--- config.mk ---
export PLATFORM = sky130hd
export DESIGN_NAME = scale_line_fetch
export DESIGN_NICKNAME = d
export VERILOG_FILES = /design/src/rtl/scale_pkg.sv /design/src/rtl/scale_fetch_ctr.sv /design/src/rtl/scale_line_fetch.sv
export SDC_FILE = /design/constraint.sdc
export NUM_CORES = 1
export LEC_CHECK = 0
export CORE_ASPECT_RATIO = 0.5
export CORE_MARGIN = 4
export CORE_UTILIZATION = 35
export CTS_CLUSTER_DIAMETER = 200
export DETAILED_ROUTE_END_ITERATION = 8
export MAX_ROUTING_LAYER = met4
export PLACE_DENSITY = 0.54
export SLEW_MARGIN = 20
export SYNTH_ARGS = -nofsm -noshare
export SYNTH_HDL_FRONTEND = slang
export SYNTH_SLANG_ARGS = --single-unit
export TNS_END_PERCENT = 50
--- constraint.sdc ---
create_clock -name clk -period 8.4 [get_ports clk]
set_clock_uncertainty 0.15 [all_clocks]
set_input_delay 2.1 -clock clk [delete_from_list [all_inputs] [get_ports clk]]
set_output_delay 2.1 -clock clk [all_outputs]
set_load 0.1 [all_outputs]
--- src/rtl/scale_pkg.sv ---
// Shared types and helpers for the scaler line-fetch path: FSM states and
// the frame-memory address packing shared with the vin_ctrl writer.
package scale_pkg;

    typedef enum logic [2:0] {
        IDLE  = 3'd0,
        REQ   = 3'd1,
        WAIT  = 3'd2,
        DONE  = 3'd3,
        DRAIN = 3'd4
    } fetch_state_t;

    localparam int PIX_SHIFT = 2;

    // Frame memory word address: line in the upper half, byte offset of the
    // pixel in the lower half (wraps at 16 bits, matching the writer side).
    function automatic logic [31:0] mk_addr(input logic [15:0] y, input logic [15:0] x);
        logic [15:0] xs;
        xs = x << PIX_SHIFT;
        return {y, xs};
    endfunction

endpackage

--- src/rtl/scale_fetch_ctr.sv ---
// Two-line (sel, x) position counter: walks x = 0..xres-1 for sel=0, then
// again for sel=1. Used both for issuing reads and for tracking returns.
module scale_fetch_ctr (
    input  logic        clk,
    input  logic        rst_n,
    input  logic        clr,
    input  logic        adv,
    input  logic [15:0] xres,
    output logic        sel,
    output logic [15:0] x,
    output logic        last
);

    logic line_end;

    assign line_end = (x == xres - 16'd1);
    assign last     = sel && line_end;

    // NOTE: reset is synchronous here, so rst_n is only looked at on a clk edge
    // and never appears in the sensitivity list.
    always_ff @(posedge clk) begin
        if (!rst_n || clr) begin
            // NOTE: state registers are always written with <= so that every
            // flop in the design samples the pre-edge values of its inputs.
            sel <= 1'b0;
            x   <= '0;
        end else if (adv) begin
            if (line_end) begin
                sel <= 1'b1;
                x   <= '0;
            end else begin
                x <= x + 16'd1;
            end
        end
    end

endmodule

--- src/rtl/scale_line_fetch.sv ---
// Fetches a pair of adjacent source lines from frame memory through a
// pipelined read port and streams them into the bilinear scaler's line RAM.
module scale_line_fetch
    import scale_pkg::*;
#(
    parameter int DW      = 16,
    parameter int AW      = 32,
    parameter int MAX_OUT = 8
) (
    input  logic          clk,
    input  logic          rst_n,
    input  logic          frame_sync_n,
    input  logic [15:0]   vin_xres,
    input  logic [15:0]   vin_yres,
    input  logic          fetch_en,
    input  logic [15:0]   fetch_line,
    output logic          rd_req,
    output logic [AW-1:0] rd_addr,
    input  logic          rd_gnt,
    input  logic          rd_dvalid,
    input  logic [DW-1:0] rd_data,
    output logic          wr_ram_en,
    output logic [DW-1:0] ram_dat,
    output logic [15:0]   ram_x,
    output logic          ram_sel,
    output logic          fetch_done,
    output logic          busy
);

    localparam int OW = $clog2(MAX_OUT) + 1;
    localparam logic [OW-1:0] MAX_Q = OW'(MAX_OUT);

    fetch_state_t state;

    logic [15:0]   xres_q;
    logic [15:0]   line_a;
    logic [15:0]   line_b;
    logic [OW-1:0] outstanding;
    logic [OW-1:0] out_nxt;

    logic          accept;
    logic          fire;
    logic          ret;
    logic          ret_adv;
    logic          wr_take;

    logic          iss_sel;
    logic [15:0]   iss_x;
    logic          iss_last;
    logic          ret_sel;
    logic [15:0]   ret_x;
    logic          ret_last;

    logic [15:0]   ym1;
    logic [15:0]   line_a_c;
    logic [16:0]   line_p1;
    logic [15:0]   line_b_c;

    // Clamp the requested pair to the frame so the bottom line is replicated;
    // the +1 is done in 17 bits so line 0xFFFF does not wrap to line 0.
    always_comb begin
        ym1      = vin_yres - 16'd1;
        line_a_c = (fetch_line > ym1) ? ym1 : fetch_line;
        line_p1  = {1'b0, fetch_line} + 17'd1;
        line_b_c = (line_p1 > {1'b0, ym1}) ? ym1 : line_p1[15:0];
    end

    assign accept  = (state == IDLE) && fetch_en && frame_sync_n;
    assign fire    = rd_req && rd_gnt;
    assign ret     = rd_dvalid && (outstanding != '0);
    assign ret_adv = rd_dvalid && ((state == REQ) || (state == WAIT));
    assign wr_take = ret_adv && frame_sync_n;
    assign out_nxt = outstanding + OW'(fire) - OW'(ret);

    // The address follows the issue counter directly, so it only moves on a
    // grant and stays put while a request is stalled.
    assign rd_addr = AW'(mk_addr(iss_sel ? line_b : line_a, iss_x));

    scale_fetch_ctr u_issue_ctr (
        .clk   (clk),
        .rst_n (rst_n),
        .clr   (accept),
        .adv   (fire),
        .xres  (xres_q),
        .sel   (iss_sel),
        .x     (iss_x),
        .last  (iss_last)
    );

    scale_fetch_ctr u_return_ctr (
        .clk   (clk),
        .rst_n (rst_n),
        .clr   (accept),
        .adv   (ret_adv),
        .xres  (xres_q),
        .sel   (ret_sel),
        .x     (ret_x),
        .last  (ret_last)
    );

    always_ff @(posedge clk) begin
        if (!rst_n) begin
            outstanding <= '0;
        end else begin
            outstanding <= out_nxt;
        end
    end

    always_ff @(posedge clk) begin
        if (!rst_n) begin
            state      <= IDLE;
            xres_q     <= '0;
            line_a     <= '0;
            line_b     <= '0;
            rd_req     <= 1'b0;
            fetch_done <= 1'b0;
            busy       <= 1'b0;
        end else begin
            fetch_done <= 1'b0;
            case (state)
                IDLE: begin
                    if (accept) begin
                        xres_q <= vin_xres;
                        line_a <= line_a_c;
                        line_b <= line_b_c;
                        busy   <= 1'b1;
                        if (vin_xres == '0 || vin_yres == '0) begin
                            state <= DONE;
                        end else begin
                            state  <= REQ;
                            rd_req <= 1'b1;
                        end
                    end
                end
                REQ: begin
                    if (!frame_sync_n) begin
                        rd_req <= 1'b0;
                        state  <= DRAIN;
                    end else if (fire && iss_last) begin
                        rd_req <= 1'b0;
                        state  <= WAIT;
                    end else begin
                        // A grant and a return in the same cycle cancel out.
                        rd_req <= (out_nxt < MAX_Q);
                    end
                end
                WAIT: begin
                    if (!frame_sync_n) begin
                        state <= DRAIN;
                    end else if (ret_adv && ret_last) begin
                        state <= DONE;
                    end
                end
                DONE: begin
                    fetch_done <= 1'b1;
                    state      <= IDLE;
                    busy       <= 1'b0;
                end
                DRAIN: begin
                    if (out_nxt == '0) begin
                        state <= IDLE;
                        busy  <= 1'b0;
                    end
                end
                default: begin
                    state  <= IDLE;
                    rd_req <= 1'b0;
                    busy   <= 1'b0;
                end
            endcase
        end
    end

    // Single register stage toward the line RAM; beats seen during an abort
    // are dropped here.
    always_ff @(posedge clk) begin
        if (!rst_n) begin
            wr_ram_en <= 1'b0;
            ram_dat   <= '0;
            ram_x     <= '0;
            ram_sel   <= 1'b0;
        end else begin
            wr_ram_en <= wr_take;
            if (wr_take) begin
                ram_dat <= rd_data;
                ram_x   <= ret_x;
                ram_sel <= ret_sel;
            end
        end
    end

endmodule
======== Word-level counts from Yosys, hierarchy flattened ========
Cells that the tools add are included.
storage, ports and cells
  bits in registers ....................... 126
  input port bits ......................... 70
  output and inout port bits .............. 69
  word-level logic and storage cells ...... 88
cells by class
  $add $sub $neg .......................... 7
  magnitude comparators ................... 3
  equal/unequal tests ..................... 11
  muxes and demuxes ....................... 22
  bitwise operators ....................... 2
  reduce and logical (&&, ||, !) cells .... 27
operators by type and width
  cell                     number
  $mux W16                 5
  $add A16 B1 Y16 const B  2
  $eq A16 B16 Y1           2
  $logic_not A16 Y1        2
  $sub A16 B1 Y16 const B  2
  $mux W3                  6
  $add A16 B1 Y17 const B  1
  $gt A17 B16 Y1           1
  $gt A16 B16 Y1           1
  $pmux W3 S4              1
  $logic_and A1 B1 Y1      10
  $mux W1                  7
  $eq A3 B2 Y1 const B     2
  $ne A3 B2 Y1 const B     2
  $pmux W1 S3              2
  $reduce_and A2 Y1        3
  $reduce_and A3 Y1        2
  $add A4 B1 Y4            1
  $logic_not A4 Y1         1
  $lt A4 B4 Y1 const B     1
  $ne A2 B2 Y1 const B     2
  $reduce_and A4 Y1        1
  $reduce_bool A4 Y1       1
  $sub A4 B1 Y4            1
  10 further kinds         13

======== Logic depth before layout (Yosys ltp) ========
  depth in word-level cells ............... 7
  depth in mapped cells ................... 15

======== Modules after synthesis ========
A second synthesis with hierarchy kept.
unflattened totals
  cell total of the unflattened synthesis .. 1084
  area total of the unflattened synthesis .. 8568.2 um2
modules (own cells, without submodules)
  module            times used  cells each  area each (um2)  sequential area each (um2)
  scale_line_fetch  1           724         5798.1           1841.8
  scale_fetch_ctr   2           180         1385.1           340.3

======== Least setup slack after synthesis ========
Ideal clock, no wire load.
  kind .................................... input-to-reg
  start point ............................. input port vin_yres[3]
  end point ............................... register line_b[1]
  library setup time ...................... 0.132 ns
  arrival ................................. 5.478 ns
  data required time ...................... 8.118 ns
  slack ................................... 2.640 ns
  stages .................................. 13
  buffers on the path ..................... 1
  path through ............................ nor4_1 > nand4_1 > nor4_1 > xnor2_1 > ha_1 > nor4_1 > o21ai_0 > a211oi_1 > o31ai_1 > a21oi_1 > clkbuf_1 > mux2i_1 > a21oi_1
between the ends
  word-level cells in the longest chain between the ends .. 3
RTL lines
  item                  RTL line                 text
  from (decl)           scale_line_fetch.sv:14   input logic [15:0] vin_yres,
  $sub A16 B1 Y16       scale_line_fetch.sv:62   ym1 = vin_yres - 16'd1;
  $gt A17 B16 Y1        scale_line_fetch.sv:65   line_b_c = (line_p1 > {1'b0, ym1}) ? ym1 : line_p1[15:0];
  $mux W16              scale_line_fetch.sv:65
  to (signal assigned)  scale_line_fetch.sv:125  line_b <= line_b_c;
  to (decl)             scale_line_fetch.sv:37   logic [15:0] line_b;
Every way passes these cells.
A chain may end at the register's enable or synchronous reset.

======== Worst setup path after layout ========
  start point ............................. input port vin_yres[2]
  end point ............................... register line_b[7]
between the ends
  word-level cells in the longest chain between the ends .. 3
RTL lines
  item               RTL line
  $sub A16 B1 Y16 *  scale_line_fetch.sv:62
  $gt A17 B16 Y1     scale_line_fetch.sv:65
  $mux W16 *         scale_line_fetch.sv:65
Every way passes the cells marked *; elsewhere a longest branch is shown, timed or not.

==> impl_metrics.toml <==
[status]
status = "finished, final reports clean"

[drt]
drt.antenna.violating_nets = 0
drt-pass1-iter-count = 5
drcViolationCount = 0
wl_per_cell_um = 16.5
drt_iter0_markers = 416
wl_mm = 22.4
routed_via_density = 5.20
vias = 7061

[floorplan]
rows = 38
die_area_um2 = 25400
start_util_pct = 36.2
io-pin-count = 139
die_w_um = 221
die_h_um = 115
coreArea_um2 = 22000

[final_layout]
multiInputGateArea_um2 = 4850
fill_cells = 2230
layout-drive-gt1-share_pct = 6.61
area_growth_pct = 23.5
fin_nets = 1159
regArea_um2 = 2520
antenna_cells = 0
stdcell_count = 1359

[sta]
fin_setup_tns_ns = 0
maxSlewViolCount = 0
worstMarginPinSlew_ns = 1.00
fin_crit_sh_pct = 72.4
fmax_mhz = 164
rsz0062_at_grt = "false"
setup_viol = 0
maxSlewHeadroom_pct = 32.9
hold_violations = 0
period_needed_ns = 6.08
holdWs_ns = 0.314

[synthesis]
synth_ff_type = "dfxtp_1"
syn_area_um2 = 7960
synth_warnings = 0
synth_edf_count = 0
ys_seq_area_share_pct = 31.7
synth.avg_cell_area_um2 = 8.28
synthDistinctLibCells = 69
synth_cells = 961
ys_ff_latch = 126
async_reset_ff_share_pct = 0

[clock_tree]
clk_pin_slew_ns = 0.06
cts_tree = "built"
ctsHtreeMaxLevel = 4
cts_setup_buffers = 0
clk_path_buf_depth = 2
root_buffer = "clkbuf_16"
clkSinkCount = 126
clk_latency_ns = 0.42
hold_buffers = 0
cts_buffers = 17
ctsResizeCount = 0

[setup_path]
cp_max_fo = 11
cp.required_ns = 8.51
worstPathArrival_ns = 6.19
cp-start-kind = "input pin"
end_kind = "register"
worst-setup-path-type = "input pin to register"

[grt]
first_global_vias = 7217
grt_max_degree = 64
grt_overflow = 0
antenna_found_initial = 0
grt_usage_pct = 18.2
grt_first_pass_wirelength_mm = 36.9

[placement]
dp_hpwl_mm = 16.8
io_buffers = 136
dp.cells = 1327
place.gp.congestion = 0.861

[power_and_ir_drop]
peakVddDrop_mv = 0.145
finalPower_uw = 1860
p_per_area_nw_per_um2 = 189
leakagePower_uw = 0.00361

[worst_hold_path]
min_path_type = "register to register"

[flow_run]
cap_violations = 0
==> through the flow <==
stage	utilization (%)	area (µm²)	worst slack [ns]
4_1_cts	44.6	9830	2.33
3_5_place_dp	42.2	9290	1.89
3_3_place_gp	42.2	9290	2.01
6_report	44.7	9830	2.32
5_1_grt	44.7	9830	2.01
2_1_floorplan	-	7960	2.64
==> layout by cell type (no fill, tap or decap), types with 28 or more instances in the layout <==
cell	n
clkdlybuf4s50_1	135
a21boi_0	51
xnor2_1	60
nand2_1	135
ha_1	42
xor2_1	40
dfxtp_1	126
nand4_1	37
inv_1	36
nand3_1	59
o21ai_0	28
nor2_1	56
==> area by class of cell <==
type / count / area share [%]
Timing Repair Buffer: 143 / 14.3
Clock buffer: 22 / 4.82
Multi-Input combinational cell: 722 / 49.3
Sequential cell: 126 / 25.7
Clock inverter: 10 / 0.662
Inverter: 36 / 1.37
Tap cell: 300 / 3.82
==> worst max-delay path, cell delays in order <==
cell	delay (ns)
clkdlybuf4s50_1	0.47
nor4_1	0.83
nand4_1	0.22
nor4_1	0.29
xnor2_1	0.20
ha_1	0.23
nor4_1	0.26
o21ai_0	0.18
a211oi_1	0.25
o31ai_1	0.12
a21oi_2	0.41
buf_4	0.32
mux2i_1	0.21
o21ai_0	0.10
==> sequential cells by signal, summed over array words and instances (netlist names) <==
name / flops
rd_req: 1
u_issue_ctr.x: 16
u_return_ctr.sel: 1
line_a: 16
xres_q: 16
ram_sel: 1
fetch_done: 1
ram_x: 16
outstanding: 4
u_return_ctr.x: 16
u_issue_ctr.sel: 1
ram_dat: 16
busy: 1
wr_ram_en: 1
state: 3
line_b: 16
==> cells in the mapped netlist (2+ instances only) <==
library cell  instances  share of area [%]
or3_1                 2               0.16
o2111ai_1             4               0.44
a21oi_1              16                1.0
a311oi_1              2               0.22
xor2_1               40                4.4
a211oi_1              5               0.47
nand2b_1              7               0.55
nor2_1               56                2.6
nand4_1              37                2.9
buf_4                20                1.9
a21boi_0             51                4.8
clkbuf_1             42                2.0
and3_1               15                1.2
mux2_2               16                2.3
and4_1                2               0.22
and2_1                6               0.47
nand2_1             136                6.4
nor3b_1               2               0.19
o21ai_0              29                1.8
dfxtp_1             126                 32
a31oi_1               4               0.31
nand3_1              60                3.8
a21o_1                7               0.66
nor2b_1               9               0.71
nor4_1               15                1.2
o31ai_1               3               0.28
mux2i_1              18                2.3
buf_1                 2              0.094
a211o_1               2               0.22
or4_1                 3               0.28
inv_1                36                1.7
nor3_1               16                1.0
or4_4                 4               0.57
nand4b_1              2               0.22
o211ai_1              4               0.38
ha_1                 42                6.6
buf_6                 6               0.85
clkbuf_8              5               0.86
o311ai_0             17                1.9
xnor2_1              60                6.6
nand3b_1              4               0.38
==> power breakdown <==
group	total (µW)	switching [µW]	internal [µW]
sequential	664	31.7	632
combinational	524	322	202
clock	669	271	398
==> routing by layer <==
layer	wire [µm]	up-vias	GRT usage (%)
li1	-	3554	-
met1	10700	3385	23.1
met2	10700	105	30.2
met3	761	17	3.69
met4	210	0	4.28
met5	0	-	-
==> final timing paths <==
path / start / end / slack, ns / cells past startpoint
min reg2reg: ram_dat[10] / ram_dat[10] / 0.31 / 2
max: vin_yres[2] / line_b[7] / 2.32 / 14
max reg2reg: xres_q[4] / state[0] / 4.80 / 8
min: ram_dat[10] / ram_dat[10] / 0.31 / 2
==> kinds of logic (layout without fill, tap and decap cells) <==
family	Yosys count	count (layout)	synth area share (%)
buf+inv	114	211	7.61
compound gates	158	158	14.3
simple gates	385	385	24.0
fa+ha+maj	43	43	6.85
mux	34	34	4.53
other cells	1	2	0.0471
flops	126	126	31.7
xor+xnor	100	100	11.0
(Power assumes the default switching activity.)
